**src/rtl/rr_arbiter_fsm_pkg.sv**
```systemverilog
`default_nettype none
// +----------------------------------------------------------------------------+
// | Module   : rr_arbiter_fsm_pkg                                              |
// | Purpose  : Shared definitions for the round-robin arbiter: FSM state       |
// |            encoding and the rotate-and-priority-encode helper.             |
// | Contents : c_IDLE / c_GRANT state codes, pick_t result type, rr_encode()   |
// | Revision : 1.0  initial release                                            |
// +----------------------------------------------------------------------------+
package rr_arbiter_fsm_pkg;

  // State encoding, explicit 1-bit width.
  localparam logic [0:0] c_IDLE  = 1'b0;
  localparam logic [0:0] c_GRANT = 1'b1;

  // The helper works on a fixed 16-bit vector so it can serve every legal N.
  localparam int c_MAX_N = 16;
  localparam int c_IDX_W = 4;

  typedef struct packed {
    logic               found;
    logic [c_IDX_W-1:0] idx;
  } pick_t;

  // First set bit of req scanning ptr, ptr+1, ... wrapping modulo n.
  // Only the low n bits of req are considered.
  function automatic pick_t rr_encode(input logic [c_MAX_N-1:0] req,
                                      input int n,
                                      input int ptr);
    pick_t res;
    int    j;
    res = '0;
    for (int i = 0; i < c_MAX_N; i++) begin
      if (i < n) begin
        j = ptr + i;
        if (j >= n) j = j - n;
        if (!res.found && req[j]) begin
          res.found = 1'b1;
          res.idx   = c_IDX_W'(j);
        end
      end
    end
    return res;
  endfunction

endpackage
`default_nettype wire

```
**src/rtl/rr_arbiter_fsm_rr_pick.sv**
```systemverilog
`default_nettype none
// +----------------------------------------------------------------------------+
// | Module   : rr_pick                                                         |
// | Purpose  : Combinational round-robin selector. Masks out excluded          |
// |            requesters, then picks the first remaining request at or after  |
// |            the pointer (wrapping).                                         |
// | Ports    : i_req    [N]   request vector                                   |
// |            i_ptr    [IDW] highest-priority index                           |
// |            i_excl   [N]   requesters that may not win this pick            |
// |            o_onehot [N]   one-hot winner (zero if none)                    |
// |            o_idx    [IDW] winner index (zero if none)                      |
// |            o_any          a winner exists                                  |
// | Revision : 1.0  initial release                                            |
// +----------------------------------------------------------------------------+
module rr_pick
  import rr_arbiter_fsm_pkg::*;
#(
  parameter int N   = 4,
  parameter int IDW = $clog2(N)
) (
  input  logic [N-1:0]   i_req,
  input  logic [IDW-1:0] i_ptr,
  input  logic [N-1:0]   i_excl,
  output logic [N-1:0]   o_onehot,
  output logic [IDW-1:0] o_idx,
  output logic           o_any
);

  logic [N-1:0]       w_masked;
  logic [c_MAX_N-1:0] w_req_ext;
  pick_t              w_enc;

  assign w_masked  = i_req & ~i_excl;
  assign w_req_ext = c_MAX_N'(w_masked);
  assign w_enc     = rr_encode(w_req_ext, N, int'(i_ptr));

  assign o_any    = w_enc.found;
  assign o_idx    = w_enc.found ? w_enc.idx[IDW-1:0] : '0;
  assign o_onehot = w_enc.found ? (N'(1) << o_idx) : '0;

endmodule
`default_nettype wire

```
**src/rtl/rr_arbiter_fsm.sv**
```systemverilog
`default_nettype none
// +----------------------------------------------------------------------------+
// | Module   : rr_arbiter_fsm                                                  |
// | Purpose  : N-way round-robin arbiter with a maximum-hold limit. Grants are |
// |            registered and one-hot so they can drive the resource mux.      |
// | Ports    : i_clock            rising-edge clock                            |
// |            i_reset            synchronous reset, active low                |
// |            i_req      [N]     level-sensitive requests                     |
// |            o_gnt      [N]     one-hot grant, zero when idle                |
// |            o_gnt_valid        any grant set                                |
// |            o_gnt_id   [IDW]   current owner index, zero when idle          |
// |            o_hold_cnt [HW]    cycles the owner has held the grant          |
// | Revision : 1.0  initial release                                            |
// +----------------------------------------------------------------------------+
module rr_arbiter_fsm
  import rr_arbiter_fsm_pkg::*;
#(
  parameter  int N        = 4,
  parameter  int MAX_HOLD = 8,
  localparam int IDW      = $clog2(N),
  localparam int HW       = $clog2(MAX_HOLD + 1)
) (
  input  logic           i_clock,
  input  logic           i_reset,
  input  logic [N-1:0]   i_req,
  output logic [N-1:0]   o_gnt,
  output logic           o_gnt_valid,
  output logic [IDW-1:0] o_gnt_id,
  output logic [HW-1:0]  o_hold_cnt
);

  logic [0:0]     r_state;
  logic [N-1:0]   r_gnt;
  logic [IDW-1:0] r_gnt_id;
  logic [HW-1:0]  r_hold;
  logic [IDW-1:0] r_ptr;

  logic [0:0]     w_state_nxt;
  logic [N-1:0]   w_gnt_nxt;
  logic [IDW-1:0] w_gnt_id_nxt;
  logic [HW-1:0]  w_hold_nxt;
  logic [IDW-1:0] w_ptr_nxt;

  logic           w_owner_req;
  logic           w_at_max;
  logic [N-1:0]   w_excl;
  logic [N-1:0]   w_pick_oh;
  logic [IDW-1:0] w_pick_idx;
  logic           w_pick_any;

  logic           w_new_grant;
  logic           w_inc;
  logic           w_restart;
  logic           w_go_idle;

  assign w_owner_req = |(i_req & r_gnt);
  assign w_at_max    = (r_hold == HW'(MAX_HOLD));

  // The owner is only shut out of the pick when its hold window has expired
  // while it still requests; otherwise its bit is either clear or irrelevant.
  assign w_excl = (r_state == c_GRANT && w_owner_req && w_at_max) ? r_gnt : '0;

  rr_pick #(
    .N   (N),
    .IDW (IDW)
  ) u_pick (
    .i_req    (i_req),
    .i_ptr    (r_ptr),
    .i_excl   (w_excl),
    .o_onehot (w_pick_oh),
    .o_idx    (w_pick_idx),
    .o_any    (w_pick_any)
  );

  // State register and all datapath registers.
  always_ff @(posedge i_clock) begin
    if (!i_reset) begin
      r_state  <= c_IDLE;
      r_gnt    <= '0;
      r_gnt_id <= '0;
      r_hold   <= '0;
      r_ptr    <= '0;
    end else begin
      r_state  <= w_state_nxt;
      r_gnt    <= w_gnt_nxt;
      r_gnt_id <= w_gnt_id_nxt;
      r_hold   <= w_hold_nxt;
      r_ptr    <= w_ptr_nxt;
    end
  end

  // Next-state and action decode.
  always_comb begin
    w_state_nxt = r_state;
    w_new_grant = 1'b0;
    w_inc       = 1'b0;
    w_restart   = 1'b0;
    w_go_idle   = 1'b0;
    case (r_state)
      c_IDLE: begin
        if (w_pick_any) begin
          w_state_nxt = c_GRANT;
          w_new_grant = 1'b1;
        end
      end
      c_GRANT: begin
        if (!w_owner_req) begin
          // Owner released: hand over on the same edge, or fall idle.
          if (w_pick_any) begin
            w_new_grant = 1'b1;
          end else begin
            w_state_nxt = c_IDLE;
            w_go_idle   = 1'b1;
          end
        end else if (!w_at_max) begin
          w_inc = 1'b1;
        end else if (w_pick_any) begin
          w_new_grant = 1'b1;
        end else begin
          // Nobody else waiting: the owner keeps going on a fresh window.
          w_restart = 1'b1;
        end
      end
      default: begin
        w_state_nxt = c_IDLE;
        w_go_idle   = 1'b1;
      end
    endcase
  end

  // Next register values for grant, owner id, hold counter and pointer.
  always_comb begin
    w_gnt_nxt    = r_gnt;
    w_gnt_id_nxt = r_gnt_id;
    w_hold_nxt   = r_hold;
    w_ptr_nxt    = r_ptr;
    if (w_new_grant) begin
      w_gnt_nxt    = w_pick_oh;
      w_gnt_id_nxt = w_pick_idx;
      w_hold_nxt   = HW'(1);
      w_ptr_nxt    = (w_pick_idx == IDW'(N - 1)) ? '0 : w_pick_idx + IDW'(1);
    end else if (w_inc) begin
      w_hold_nxt = r_hold + HW'(1);
    end else if (w_restart) begin
      w_hold_nxt = HW'(1);
    end else if (w_go_idle) begin
      w_gnt_nxt    = '0;
      w_gnt_id_nxt = '0;
      w_hold_nxt   = '0;
    end
  end

  assign o_gnt       = r_gnt;
  assign o_gnt_valid = |r_gnt;
  assign o_gnt_id    = r_gnt_id;
  assign o_hold_cnt  = r_hold;

endmodule
`default_nettype wire
```
**config.mk**
```make
export PLATFORM = sky130hd
export DESIGN_NAME = rr_arbiter_fsm
export DESIGN_NICKNAME = d
export VERILOG_FILES = /design/src/rtl/rr_arbiter_fsm_pkg.sv /design/src/rtl/rr_arbiter_fsm_rr_pick.sv /design/src/rtl/rr_arbiter_fsm.sv
export SDC_FILE = /design/constraint.sdc
export NUM_CORES = 1
export LEC_CHECK = 0
export ABC_AREA = 0
export BUFFER_PORTS_ARGS = -buffer_cell sky130_fd_sc_hd__buf_2
export CAP_MARGIN = 25
export CORE_ASPECT_RATIO = 0.6
export CORE_MARGIN = 4
export CORE_UTILIZATION = 35
export CTS_BUF_LIST = sky130_fd_sc_hd__clkbuf_4 sky130_fd_sc_hd__clkbuf_8 sky130_fd_sc_hd__clkbuf_16
export CTS_CLUSTER_SIZE = 25
export DETAILED_ROUTE_END_ITERATION = 12
export PLACE_DENSITY = 0.65
export SLEW_MARGIN = 5
export SYNTH_ARGS = -nofsm -noshare
export SYNTH_HDL_FRONTEND = slang
export SYNTH_HIERARCHICAL = 1
export SYNTH_SLANG_ARGS = --single-unit
```
**constraint.sdc**
```tcl
create_clock -name i_clock -period 2.45 [get_ports i_clock]
set_input_delay 0.1225 -clock i_clock [delete_from_list [all_inputs] [get_ports i_clock]]
set_output_delay 0.1225 -clock i_clock [all_outputs]
set_load 0.01 [all_outputs]
```
==> results of run 1 <==
## per-layer routing
metal	routed length, µm	vias up
met5	0	-
met4	10	0
met3	253	2
li1	-	563
met2	1710	46
met1	1708	589
## cells in the mapped netlist (2+ instances only)
library cell	n	area, µm²
mux2i_1	3	30.03
nor2b_1	3	18.77
a32o_1	6	60.06
dfxtp_1	13	260.3
inv_1	8	30.03
ha_1	6	75.07
o211ai_1	3	22.52
or4_1	2	15.01
nand3_1	3	15.01
a32oi_1	2	17.52
and3_1	5	31.28
a22oi_1	2	15.01
a21oi_2	2	17.52
nand2_1	7	26.28
nand2b_1	6	37.54
a31oi_1	2	12.51
nor2_1	8	30.03
mux4_1	2	52.55
## flip-flops by register name, indices dropped and copies added (netlist names)
name and count:
o_gnt 4, r_state 1, o_hold_cnt 4, o_gnt_id 2
r_ptr 2
## worst paths after layout
path | startpoint | to | slack (ns)
setup / recovery | o_hold_cnt[1] | r_ptr[1] | -0.19
hold / removal | i_reset | r_ptr[1] | 0.26
setup reg to reg | o_hold_cnt[1] | r_ptr[1] | -0.19
hold reg to reg | o_gnt_id[1] | o_gnt_id[1] | 0.50
## repair_timing
action                                  CTS  global route
pin swaps                                11            11
hold endpoints to repair                  0             0
gates resized for setup                  14            16
endpoints found under the setup margin   12            12
setup buffers                             5             3
## power by group through the flow
stage | Combinational (mW) | Sequential, mW | Clock, mW
2_1_floorplan | 0.685 | 0.363 | 0
3_3_place_gp | 1.14 | 0.323 | 0
3_5_place_dp | 1.16 | 0.325 | 0
4_1_cts | 1.30 | 0.323 | 0.203
5_1_grt | 1.64 | 0.332 | 0.216
6_report | 1.51 | 0.322 | 0.201
## area by class of cell
cell class / count / share of cell area
Multi-Input combinational cell: 90 / 0.5495
Timing Repair Buffer: 54 / 0.2095
Sequential cell: 13 / 0.1564
Tap cell: 42 / 0.03013
Clock buffer: 4 / 0.02798
Inverter: 9 / 0.02654
## cell families after synthesis
kind of cell,synth area share
adders and majority gates,0.06928
xor gates and xnor gates,0.008085
muxes,0.1074
buffers and inverters,0.06121
and+or+nand+nor,0.2460
DFF,0.2402
AOI/OAI and AO/OA,0.2679
## worst register-to-register path, delay by kind of cell (launching register included)
family                     cells  cell delay [ns]
muxes                          3             0.94
and+or+nand+nor                5             0.49
adders and majority gates      2             0.44
buffers and inverters          1             0.04
DFF                            1             0.36
AOI/OAI and AO/OA              2             0.32
==> impl_metrics.py, run 1 <==
metrics = {
    "timing": {
        "slew_headroom": 0.8028,
        "fin_ws_ns": -0.1903,
        "setup_tns_ns": -1.325,
        "fin_skew_ns": 0.0008502,
        "hold_ws_ns": 0.2554,
        "final-max-slew-violation-count": 0,
        "tightestPinTransition_ns": 0.2958,
        "layout_min_cycle_time_ns": 2.640,
        "period_share": 1.078,
        "grt_setup_unrepaired": "yes",
        "timing.fmax_mhz": 378.7,
        "setup_viol_count_final": 10,
        "hold_viol": 0,
    },
    "synthesis": {
        "synthArstFlopShare": 0,
        "synth_area_um2": 1084,
        "ys_ff_latch": 13,
        "syn-mean-instance-area_um2": 9.422,
        "syn_nets": 127,
        "synth_warnings": 6,
        "synth-edff-count": 0,
        "ys_seq_area_frac": 0.2402,
        "synth_cells": 115,
        "ys.flop_type": "dfxtp_1",
        "ys_types": 50,
    },
    "clocking": {
        "cts_buffers": 3,
        "root_buffer": "clkbuf_8",
        "cts_tree": "yes",
        "htreeDepth": 1,
        "cts_hold_buffers": 0,
        "cts_buffer_depth": 2,
        "clk_pin_slew_ns": 0.06,
        "cts.sinks": 13,
        "insertion_delay_ns": 0.24,
    },
    "placement": {
        "dpl-instance-area_um2": 1494,
        "io_buffers": 16,
        "place_ws_ns": -0.2076,
        "gp_congestion": 0.8918,
        "dp_cells": 200,
        "hpwl_um": 2790,
    },
    "power": {
        "seq_power_share": 0.158,
        "p_switching_mw": 0.8639,
        "intPower_mw": 1.174,
        "p_leak_nw": 0.7544,
        "vdd_drop_max_uv": 699.4,
        "clkPwrFrac": 0.099,
        "total_power_mw": 2.038,
        "power.density_nw_per_um2": 1168,
        "p_comb_frac": 0.743,
        "switching_share": 0.4240,
    },
    "grt": {
        "grtUsageMet1": 0.2593,
        "grt_first_pass_wirelength_um": 6072,
        "grt_pass1_vias": 1181,
        "grt_most_used_layer": "met2",
        "grtUsageMet3": 0.04049,
        "grt_usage": 0.1943,
        "antenna_found_initial": 0,
        "grt_max_degree": 14,
        "use_met2": 0.3283,
        "globalRouteOverflowTotal": 0,
    },
    "worst_setup_path": {
        "cp_num_cells": 13,
        "rr_worst_depth": 13,
        "cp-end-kind": "flip-flop",
        "cp_cell_sequence": "inv_4, ha_4, nand2_4, nor2_4, and3_4, nand2b_4, mux4_2, a21oi_4, mux2i_2, a21oi_4, ha_4, nand2_2, mux2i_1",
        "path_delay_family": "multiplexers",
        "crit_arrival_ns": 2.81,
        "critPathBufInv": 1,
        "cp.required_ns": 2.62,
        "critPathMaxFanout": 6,
        "cpPeakStageDelay_ns": 0.53,
        "start_kind": "flip-flop",
        "crit_type": "flip-flop to flip-flop",
        "crit_path_top_delay_cell": "mux4_2",
    },
    "layout": {
        "final_layout_size_suffix_gt1_frac": 0.6412,
        "layout_commonest_cell": "buf_4",
        "fin_nets": 183,
        "mostFrequentLayoutCells": "buf_4, buf_2, dfxtp_1",
        "utilization": 0.5996,
        "multi_input_area_um2": 958.4,
        "ff_latch_area_um2": 272.8,
        "syn_to_final_growth_pct": 60.97,
        "fin_cells": 212,
        "diodes": 0,
        "design_area_um2": 1744,
        "num-fill-cells": 246,
    },
    "outcome": {
        "failed_checks": "setup timing",
        "outcome": "finished with violations",
    },
    "routing": {
        "drt-initial-drc-count": 117,
        "wl_um": 3683,
        "post-route-drc-count": 0,
        "firstDrtPassIters": 4,
        "viasPerCell": 5.660,
        "wl_per_cell_um": 17.37,
        "ant_nets": 0,
        "vias": 1200,
    },
    "die": {
        "rows": 15,
        "die_w_um": 79.83,
        "pin_count": 17,
        "start_util": 0.3725,
        "core_um2": 2909,
        "dieArea_um2": 4079,
        "die_y_um": 51.10,
    },
    "hold_path": {
        "min_path_type": "input pin to flip-flop",
        "hold-path-cell-count": 3,
    },
    "run": {
        "max_cap_viol_count": 0,
    },
}
(Power assumes the default switching activity.)
==> inputs of run 2 (changes only) <==
Settings changed: CORE_UTILIZATION 35 to 38, PLACE_DENSITY 0.65 to 0.68.
==> run 2 against run 1 <==
The run still ends with setup timing left. Sequential share of layout area increased by 0.32 points. Clock-buffer cell count unchanged. Sequential power barely moved. Clock power hardly changed. Worst setup slack better by 0.0086 ns. Non-clock buffer count is the same. Critical path type unchanged. Largest cell class unchanged. Largest power group unchanged. Highest routed layer unchanged.
==> impl_metrics.py, run 2 (synthesis gave the netlist of run 1 again) <==
metrics = {
    "worst_setup_path": {
        "cp.required_ns": 2.59,
        "rr_worst_depth": 14,
        "critPathMaxFanout": 5,
        "crit_top_cell": "buf_4",
        "cpPeakStageDelay_ns": 0.53,
        "crit_type": "flip-flop to flip-flop",
        "start_kind": "flip-flop",
        "crit_path_top_delay_cell": "mux4_2",
        "critPathBufInv": 5,
        "cp_cell_sequence": "inv_4, ha_4, nand2_4, nor2_4, and3_4, nand2b_4, inv_1, mux4_2, a21oi_1, o22a_1, inv_2, buf_4, buf_4, a32o_1",
        "cp_num_cells": 14,
        "cp-end-kind": "flip-flop",
        "crit_arrival_ns": 2.77,
        "path_delay_family": "compound AO/OA/AOI/OAI gates",
    },
    "power": {
        "p_leak_nw": 0.7529,
        "switching_share": 0.4265,
        "total_power_mw": 1.975,
        "p_switching_mw": 0.8424,
        "clkPwrFrac": 0.103,
        "power.density_nw_per_um2": 1156,
        "intPower_mw": 1.133,
        "vdd_drop_max_uv": 629.7,
        "seq_power_share": 0.162,
        "p_comb_frac": 0.734,
    },
    "clocking": {
        "cts.sinks": 13,
        "insertion_delay_ns": 0.25,
        "cts_buffers": 3,
        "clk_pin_slew_ns": 0.06,
        "cts_tree": "yes",
        "cts_buffer_depth": 2,
        "root_buffer": "clkbuf_8",
        "htreeDepth": 1,
    },
    "die": {
        "die_y_um": 49.36,
        "dieArea_um2": 3798,
        "core_um2": 2610,
        "die_w_um": 76.94,
        "start_util": 0.4151,
        "pin_count": 17,
        "rows": 14,
    },
    "timing": {
        "period_share": 1.074,
        "tightestPinTransition_ns": 0.2958,
        "hold_ws_ns": 0.2469,
        "setup_viol_count_final": 12,
        "slew_headroom": 0.8028,
        "timing.fmax_mhz": 380.0,
        "grt_setup_unrepaired": "yes",
        "hold_viol": 0,
        "fin_ws_ns": -0.1818,
        "final-max-slew-violation-count": 0,
        "fin_skew_ns": 0.004227,
        "layout_min_cycle_time_ns": 2.632,
    },
    "placement": {
        "dpl-instance-area_um2": 1481,
        "gp_congestion": 0.8796,
        "io_buffers": 16,
        "dp_cells": 190,
        "place_ws_ns": -0.2640,
        "hpwl_um": 2555,
    },
    "hold_path": {
        "min_path_type": "input pin to flip-flop",
        "hold-path-cell-count": 3,
    },
    "routing": {
        "ant_nets": 0,
        "viasPerCell": 6.020,
        "drt-initial-drc-count": 159,
        "wl_per_cell_um": 17.58,
        "firstDrtPassIters": 4,
        "post-route-drc-count": 0,
        "wl_um": 3551,
        "vias": 1216,
    },
    "outcome": {
        "outcome": "finished with violations",
        "failed_checks": "setup timing",
    },
    "layout": {
        "diodes": 0,
        "final_layout_size_suffix_gt1_frac": 0.6176,
        "layout_commonest_cell": "buf_4",
        "mostFrequentLayoutCells": "buf_4, buf_2, dfxtp_1",
        "fin_nets": 183,
        "design_area_um2": 1709,
        "fin_cells": 202,
        "syn_to_final_growth_pct": 57.74,
        "num-fill-cells": 199,
    },
    "grt": {
        "globalRouteOverflowTotal": 0,
        "grt_usage": 0.1756,
        "grt_max_degree": 14,
        "grt_first_pass_wirelength_um": 5354,
        "grt_pass1_vias": 1157,
        "antenna_found_initial": 0,
    },
    "run": {
        "max_cap_viol_count": 0,
    },
}
-- run 2: area by class of cell --
class,count,area (µm²),area share
clock buffers,4,48.80,0.02855
inverters,9,41.29,0.02416
multi-input cells,90,933.4,0.5461
flip-flops and latches,13,272.8,0.1596
well taps,32,40.04,0.02343
repair buffers,54,372.9,0.2182
-- run 2: path summary, 6_finish.rpt --
kind | from | slack [ns] | end
worst max-delay path | o_hold_cnt[0] | -0.18 | o_gnt_id[0]
worst min-delay path | i_reset | 0.25 | r_ptr[1]
worst max register to register | o_hold_cnt[0] | -0.18 | o_gnt_id[0]
worst min register to register | o_gnt_id[0] | 0.49 | o_gnt_id[0]
-- run 2: worst reg2reg max path: cells and delay by family (launching register included) --
kind / cells / cell delay [ns]
flops: 1 / 0.35
fa+ha+maj: 1 / 0.14
mux: 1 / 0.53
simple gates: 4 / 0.50
compound gates: 3 / 0.59
buf+inv: 5 / 0.41
-- run 2: layer usage --
| layer | track usage | vias to the layer above | wire length (µm) | share of wire |
|---|---|---|---|---|
| li1 | - | 561 | - | - |
| met1 | 0.2423 | 593 | 1632 | 0.46 |
| met2 | 0.2702 | 52 | 1559 | 0.44 |
| met3 | 0.05904 | 10 | 283 | 0.080 |
| met4 | 0.02410 | 0 | 74 | 0.021 |
| met5 | 0 | - | 0 | 0 |
-- run 2: repair_timing --
action,in CTS,in global routing
buffers inserted,3,6
pin swaps,4,10
hold buffers,0,0
endpoints found under the setup margin,12,13
resized for setup,11,15
-- run 2: power groups by stage --
stage | logic [mW] | registers [mW] | clock network [mW]
after floorplan | 0.685 | 0.363 | 0
after global placement | 1.13 | 0.321 | 0
after detailed placement | 1.16 | 0.322 | 0
after CTS | 1.28 | 0.320 | 0.205
after global routing | 1.54 | 0.328 | 0.222
final | 1.45 | 0.320 | 0.204
-- run 2: stage by stage --
stage,utilization,TNS [ns]
2_1_floorplan,-,-0.004447
3_3_place_gp,0.5676,-0.5396
3_5_place_dp,0.5676,-1.783
4_1_cts,0.6131,-1.186
5_1_grt,0.6548,-2.297
6_report,0.6548,-1.233
